<file path="config.mk">
export PLATFORM = sky130hd
export DESIGN_NAME = sdram_ahb_stream_writer_flat
export DESIGN_NICKNAME = d
export VERILOG_FILES = /design/src/rtl/sdram_ahb_stream_writer_pkg.sv /design/src/rtl/sdram_ahb_stream_writer_if.sv /design/src/rtl/sdram_ahb_stream_writer_stage.sv /design/src/rtl/sdram_ahb_stream_writer.sv /design/src/flat_wrapper.sv
export SDC_FILE = /design/constraint.sdc
export NUM_CORES = 1
export LEC_CHECK = 0
export BUFFER_PORTS_ARGS = -buffer_cell sky130_fd_sc_hd__buf_2
export CORE_MARGIN = 2
export CORE_UTILIZATION = 40
export DETAILED_ROUTE_END_ITERATION = 8
export PLACE_DENSITY = 0.59
export SLEW_MARGIN = 20
export SYNTH_ARGS = -nofsm -noshare
export SYNTH_HDL_FRONTEND = slang
export SYNTH_SLANG_ARGS = --single-unit
</file>
<file path="constraint.sdc">
create_clock -name HCLK -period 3.1 [get_ports HCLK]
set_input_delay 0.62 -clock HCLK [delete_from_list [all_inputs] [get_ports HCLK]]
set_output_delay 0.62 -clock HCLK [all_outputs]
set_load 0.02 [all_outputs]
</file>
<file path="src/rtl/sdram_ahb_stream_writer_pkg.sv">
// Shared AHB-Lite encodings and writer FSM states for the SID stream-to-SDRAM path.
package sid_sdram_pkg;

    localparam logic [1:0] HTRANS_IDLE   = 2'b00;
    localparam logic [1:0] HTRANS_NONSEQ = 2'b10;
    localparam logic [1:0] HTRANS_SEQ    = 2'b11;

    localparam logic [2:0] HBURST_INCR4  = 3'b011;
    localparam logic [2:0] HSIZE_WORD    = 3'b010;

    localparam logic [1:0] HRESP_OKAY    = 2'b00;
    localparam logic [1:0] HRESP_ERROR   = 2'b01;

    localparam int BURST_LEN = 4;

    typedef enum logic [1:0] {
        ST_FILL  = 2'd0,
        ST_BURST = 2'd1,
        ST_DRAIN = 2'd2,
        ST_ERROR = 2'd3
    } wr_state_e;

endpackage

</file>
<file path="src/rtl/sdram_ahb_stream_writer_if.sv">
// AHB-Lite write-master bundle between the stream writer and the SDRAM controller slave port.
interface sdram_ahb_stream_writer_if;

    logic [31:0] HADDR;
    logic [1:0]  HTRANS;
    logic        HWRITE;
    logic [2:0]  HSIZE;
    logic [2:0]  HBURST;
    logic [31:0] HWDATA;
    logic        HREADY;
    logic [1:0]  HRESP;

    modport master (
        output HADDR, HTRANS, HWRITE, HSIZE, HBURST, HWDATA,
        input  HREADY, HRESP
    );

    modport slave (
        input  HADDR, HTRANS, HWRITE, HSIZE, HBURST, HWDATA,
        output HREADY, HRESP
    );

endinterface

</file>
<file path="src/rtl/sdram_ahb_stream_writer_stage.sv">
// Four-word staging buffer with fill count; words are read back by beat index during a burst.
module sdram_wr_stage (
    input  logic        clk,
    input  logic        rst_n,
    input  logic        push,
    input  logic [31:0] push_data,
    input  logic        clear,
    input  logic [1:0]  rd_idx,
    output logic [31:0] rd_data,
    output logic [2:0]  count
);

    logic [31:0] words [4];

    // NOTE: non-blocking assignments so every register samples pre-edge values, whatever the block order.
    always_ff @(posedge clk or negedge rst_n) begin
        if (!rst_n) begin
            count <= 3'd0;
        end else if (clear) begin
            count <= 3'd0;
        end else if (push) begin
            count <= count + 3'd1;
        end
    end

    // NOTE: the data array is deliberately not reset; count says which entries are valid.
    always_ff @(posedge clk) begin
        if (push) begin
            words[count[1:0]] <= push_data;
        end
    end

    assign rd_data = words[rd_idx];

endmodule

</file>
<file path="src/rtl/sdram_ahb_stream_writer.sv">
// AHB-Lite INCR4 writer: stages stream words in groups of four and bursts them into a circular SDRAM buffer.
module sdram_ahb_stream_writer
    import sid_sdram_pkg::*;
#(
    parameter logic [31:0] BASE_ADDR = 32'h0000_0000,
    parameter int          BUF_WORDS = 4096,
    parameter int          PTR_W     = $clog2(BUF_WORDS)
) (
    input  logic                 HCLK,
    input  logic                 HRESETN,
    input  logic                 enable,
    input  logic [31:0]          s_data,
    input  logic                 s_valid,
    output logic                 s_ready,
    sdram_ahb_stream_writer_if.master ahb,
    output logic [PTR_W-1:0]     wr_ptr,
    output logic                 busy,
    output logic                 err
);

    localparam logic [1:0] FILL  = 2'(ST_FILL);
    localparam logic [1:0] BURST = 2'(ST_BURST);
    localparam logic [1:0] DRAIN = 2'(ST_DRAIN);
    localparam logic [1:0] ERROR = 2'(ST_ERROR);

    logic [1:0]  state;
    logic [1:0]  beat;
    logic [1:0]  htrans;
    logic [31:0] haddr;
    logic [31:0] hwdata;
    logic        hwrite;
    logic [2:0]  count;
    logic [31:0] stage_word;
    logic [31:0] ptr_byte;
    logic        push;
    logic        clear;
    logic        bus_error;

    // Gated by reset so the combinational ready cannot advertise space while HRESETN is low.
    assign s_ready   = HRESETN && (state == FILL) && (count < 3'd4);
    assign push      = s_valid && s_ready;
    assign bus_error = (ahb.HRESP == HRESP_ERROR) && !ahb.HREADY;
    assign clear     = ((state == DRAIN) && ahb.HREADY) || ((state == ERROR) && !enable);
    assign ptr_byte  = 32'(wr_ptr) << 2;
    assign busy      = (state == BURST) || (state == DRAIN);

    sdram_wr_stage u_stage (
        .clk       (HCLK),
        .rst_n     (HRESETN),
        .push      (push),
        .push_data (s_data),
        .clear     (clear),
        .rd_idx    (beat),
        .rd_data   (stage_word),
        .count     (count)
    );

    always_ff @(posedge HCLK or negedge HRESETN) begin
        if (!HRESETN) begin
            state  <= FILL;
            beat   <= 2'd0;
            htrans <= HTRANS_IDLE;
            haddr  <= BASE_ADDR;
            hwrite <= 1'b0;
            hwdata <= 32'h0;
            wr_ptr <= '0;
            err    <= 1'b0;
        end else begin
            case (state)
                FILL: begin
                    if ((count == 3'd4) && enable) begin
                        state  <= BURST;
                        beat   <= 2'd0;
                        htrans <= HTRANS_NONSEQ;
                        haddr  <= BASE_ADDR + ptr_byte;
                        hwrite <= 1'b1;
                    end
                end
                BURST: begin
                    if (bus_error) begin
                        state  <= ERROR;
                        htrans <= HTRANS_IDLE;
                        hwrite <= 1'b0;
                        err    <= 1'b1;
                    end else if (ahb.HREADY) begin
                        // Data phase trails the address phase by one accepted beat.
                        hwdata <= stage_word;
                        if (beat == 2'(BURST_LEN - 1)) begin
                            state  <= DRAIN;
                            htrans <= HTRANS_IDLE;
                            hwrite <= 1'b0;
                        end else begin
                            beat   <= beat + 2'd1;
                            htrans <= HTRANS_SEQ;
                            haddr  <= haddr + 32'd4;
                        end
                    end
                end
                DRAIN: begin
                    if (bus_error) begin
                        state  <= ERROR;
                        err    <= 1'b1;
                    end else if (ahb.HREADY) begin
                        state  <= FILL;
                        wr_ptr <= wr_ptr + PTR_W'(BURST_LEN);
                    end
                end
                ERROR: begin
                    if (!enable) begin
                        state <= FILL;
                        err   <= 1'b0;
                    end
                end
                default: state <= FILL;
            endcase
        end
    end

    assign ahb.HADDR  = haddr;
    assign ahb.HTRANS = htrans;
    assign ahb.HWRITE = hwrite;
    assign ahb.HWDATA = hwdata;
    assign ahb.HSIZE  = HSIZE_WORD;
    assign ahb.HBURST = HBURST_INCR4;

endmodule

</file>
<file path="src/flat_wrapper.sv">
// flat-port wrapper written by rule: the top's interface ports become plain ports
module sdram_ahb_stream_writer_flat import sid_sdram_pkg::*;
#(
    parameter logic [31:0] BASE_ADDR = 32'h0000_0000,
    parameter int          BUF_WORDS = 4096,
    parameter int          PTR_W     = $clog2(BUF_WORDS)
)
  (HCLK, HRESETN, enable, s_data, s_valid, s_ready, wr_ptr, busy, err, ahb_HADDR, ahb_HTRANS, ahb_HWRITE, ahb_HSIZE, ahb_HBURST, ahb_HWDATA, ahb_HREADY, ahb_HRESP);
  sdram_ahb_stream_writer_if ahb_i ();
  input  logic HCLK;
  input  logic HRESETN;
  input  logic enable;
  input  logic [31:0] s_data;
  input  logic s_valid;
  output logic s_ready;
  output logic [PTR_W-1:0] wr_ptr;
  output logic busy;
  output logic err;
  output wire logic [$bits(ahb_i.HADDR)-1:0] ahb_HADDR;
  output wire logic [$bits(ahb_i.HTRANS)-1:0] ahb_HTRANS;
  output wire logic [$bits(ahb_i.HWRITE)-1:0] ahb_HWRITE;
  output wire logic [$bits(ahb_i.HSIZE)-1:0] ahb_HSIZE;
  output wire logic [$bits(ahb_i.HBURST)-1:0] ahb_HBURST;
  output wire logic [$bits(ahb_i.HWDATA)-1:0] ahb_HWDATA;
  input wire logic [$bits(ahb_i.HREADY)-1:0] ahb_HREADY;
  input wire logic [$bits(ahb_i.HRESP)-1:0] ahb_HRESP;
  assign ahb_HADDR = ahb_i.HADDR;
  assign ahb_HTRANS = ahb_i.HTRANS;
  assign ahb_HWRITE = ahb_i.HWRITE;
  assign ahb_HSIZE = ahb_i.HSIZE;
  assign ahb_HBURST = ahb_i.HBURST;
  assign ahb_HWDATA = ahb_i.HWDATA;
  assign ahb_i.HREADY = ahb_HREADY;
  assign ahb_i.HRESP = ahb_HRESP;
  sdram_ahb_stream_writer #(.BASE_ADDR(BASE_ADDR), .BUF_WORDS(BUF_WORDS), .PTR_W(PTR_W)) u_core (.HCLK(HCLK), .HRESETN(HRESETN), .enable(enable), .s_data(s_data), .s_valid(s_valid), .s_ready(s_ready), .ahb(ahb_i), .wr_ptr(wr_ptr), .busy(busy), .err(err));
endmodule
</file>
==> metrics.csv <==
metric,value,unit
CTS tree,built,
post-synthesis cell count,586,
sequential share of power,0.401,
Routed WL per cell,19.00,um
end of the critical path,s_ready,
Reg2Reg Depth,6,
I/O pin count,127,
LEAKAGE,4.266,nW
Clock power frac,0.290,
Nets,764,
final WL,19230,um
FMAX,0.3791,GHz
worst hold slack,0.3175,ns
CTS Buffer Depth,3,
Worst R2R Start,u_core.state[0],
critical path class,flop to output port,
final max-slew violation count,0,
peak supply drop,0.4899,mV
H-Tree Level Count,1,
Die Area,23620,um2
initial antenna violation count,3,
Final Cell Area,10710,um2
layout cells sized above 1,0.3516,
sum of negative setup slack,0,ns
Max-Cap Viols,0,
Psw,3.205,mW
crit start category,flop,
pre-CTS setup slack,0.7291,ns
FILL cells,1877,
post-synthesis sequential element count,211,
most frequent cells in the layout,"edfxtp_1 (128), buf_2 (115), dfrtp_1 (81)",
IO buf count,116,
slew margin rel.,0.3864,
Worst Tran Pin Value,0.9203,ns
Post-CTS Resized,0,
Final Cycle Share,0.8508,
Reg2Reg Capture Point,u_core.ahb.HADDR[18],
"antenna viol nets, final",0,
number of flops mapped to enable cells by yosys,128,
Sw Share,0.3330,
final non-filler cell total,1012,
area of the mapped netlist,8964,um2
root buf cell,clkbuf_16,
Clock Skew,0.01887,ns
post-synthesis cell type count,50,
CTS sink count,211,
Layout area overhead,19.47,%
Final Wtd Congestion,0.8235,
vias in the first global route,5569,
CP Max Fanout,8,
Tmin final,2.638,ns
Setup WS post-layout,0.4624,ns
Gate power share,0.309,
TritonCTS Buffers,24,
die height,153.7,um
proportion of synthesized chip area in sequential cells,0.6605,
HP Class,input port to flop,
CP startpoint,u_core.state[0],
drt first-iter violations,266,
top_reg_cell synth,edfxtp_1,
Clock Pin Slew Worst Setup and Hold Paths,0.06,ns
Synth warnings,0,
fin util,0.4892,
Internal Power,6.420,mW
final setup fails,0,
first-pass GRT wire length,30680,um
Final Hold Fails,0,
initial core utilization,0.4095,
asr flop ratio synth,0.3934,
critical path arrival,2.02,ns
GR Overflow Total,0,
RSZ-0062 raised after global routing,false,
syn_area_per_cell,15.30,um2
DIE WIDTH,153.7,um
power per cell area,898.8,nW/um2
crit end category,output port,
largest net degree at the start of global routing,64,
total chip power,9.626,mW
# DRC,0,
R2R setup slack,0.72,ns
Core Region,21890,um2
"Clk Latency, worst-skew pair",0.52,ns
drt pass-1 iters,4,
CP required,2.48,ns
"commonest non-fill, non-tap cell in the layout",edfxtp_1,
gr usage total,0.1627,
status,completed,
placed cell count,966,
post-DP HPWL,12280,um
via count,5444,
Vias/cell,5.379,
Post-DP Area,9899,um2
# rows,54,
[how the worst min path moves through the flow]
stage / startpoint / end / slack (ns) / cells past startpoint
2_1_floorplan: HRESETN / u_core.ahb.HADDR[10] / 0.32 / 0
3_3_place_gp: u_core.ahb.HWDATA[19] / u_core.ahb.HWDATA[19] / 0.48 / 1
3_5_place_dp: u_core.ahb.HWDATA[9] / u_core.ahb.HWDATA[9] / 0.49 / 1
4_1_cts: s_data[12] / u_core.u_stage.words[0][12] / 0.30 / 1
5_1_grt: s_data[12] / u_core.u_stage.words[3][12] / 0.30 / 1
6_report: s_data[19] / u_core.u_stage.words[1][19] / 0.32 / 1
[per-layer routing]
metal / global-route usage / routed length, um / up-vias
li1: - / - / 2489
met1: 0.2144 / 8293 / 2760
met2: 0.2713 / 9208 / 165
met3: 0.04397 / 1386 / 26
met4: 0.03713 / 311 / 4
met5: 0 / 27 / -
[worst max-delay path, cell delays in order, from the launching register on]
cell	delay (ns)
dfrtp_1	0.41
inv_1	0.13
ha_1	0.34
inv_1	0.14
nor3b_1	0.28
buf_2	0.22
[cells in the mapped netlist (8+ instances only)]
library cell,number,area (um2)
inv_1,9,33.78
nor2_1,26,97.59
ha_1,12,150.1
mux2i_1,17,170.2
a21oi_1,17,85.08
mux2_2,33,371.6
a211oi_1,10,75.07
clkbuf_1,14,52.55
nand2b_1,17,106.4
nand2_1,37,138.9
o31ai_1,8,60.06
nand4_1,17,106.4
nand3_1,15,75.07
dfrtp_1,83,2077
edfxtp_1,128,3844
mux4_2,32,720.7
buf_4,10,75.07
[sequential cells by signal, summed over array words and instances (netlist names)]
name                  cells
u_core.ahb.HADDR         30
u_core.ahb.HTRANS         2
u_core.ahb.HWDATA        32
u_core.ahb.HWRITE         1
u_core.beat               2
u_core.err                1
u_core.state              2
u_core.u_stage.count      3
u_core.u_stage.words    128
u_core.wr_ptr            10
[kinds of logic (layout without fill, tap and decap cells)]
group           Yosys count  in the layout  share of synthesized area
flops                   211            211                     0.6605
xor+xnor                 10             10                   0.009771
mux                      83             83                     0.1424
fa+ha+maj                12             12                    0.01675
buf+inv                  48            185                    0.02610
compound gates           62             62                    0.04732
simple gates            158            158                    0.09631
other cells               2             11                  0.0008378
[power groups by stage]
stage	Combinational [mW]	Clock [mW]	Sequential (mW)
after CTS	3.03	2.87	3.86
after global routing	3.26	2.98	3.93
after global placement	2.98	0	3.88
after detailed placement	3.02	0	3.92
final	2.97	2.79	3.86
after floorplan	1.73	0	4.24
[what timing repair did]
item / 4_1_cts / 5_1_grt
setup endpoints to repair: 0 / 0
endpoints found under the hold margin: 11 / 0
buffers inserted: 0 / 0
hold buffers: 1 / 0
[area by class of cell]
type,count,area [um2],area share
antenna,1,2.502,0.0002337
clock buffer,30,653.1,0.06099
clock inverter,14,143.9,0.01344
inverter,9,33.78,0.003155
multi-input combinational,335,2846,0.2658
sequential,211,5923,0.5531
tap,280,350.3,0.03271
timing repair buffer,132,755.7,0.07057
(Power assumes the default switching activity.)
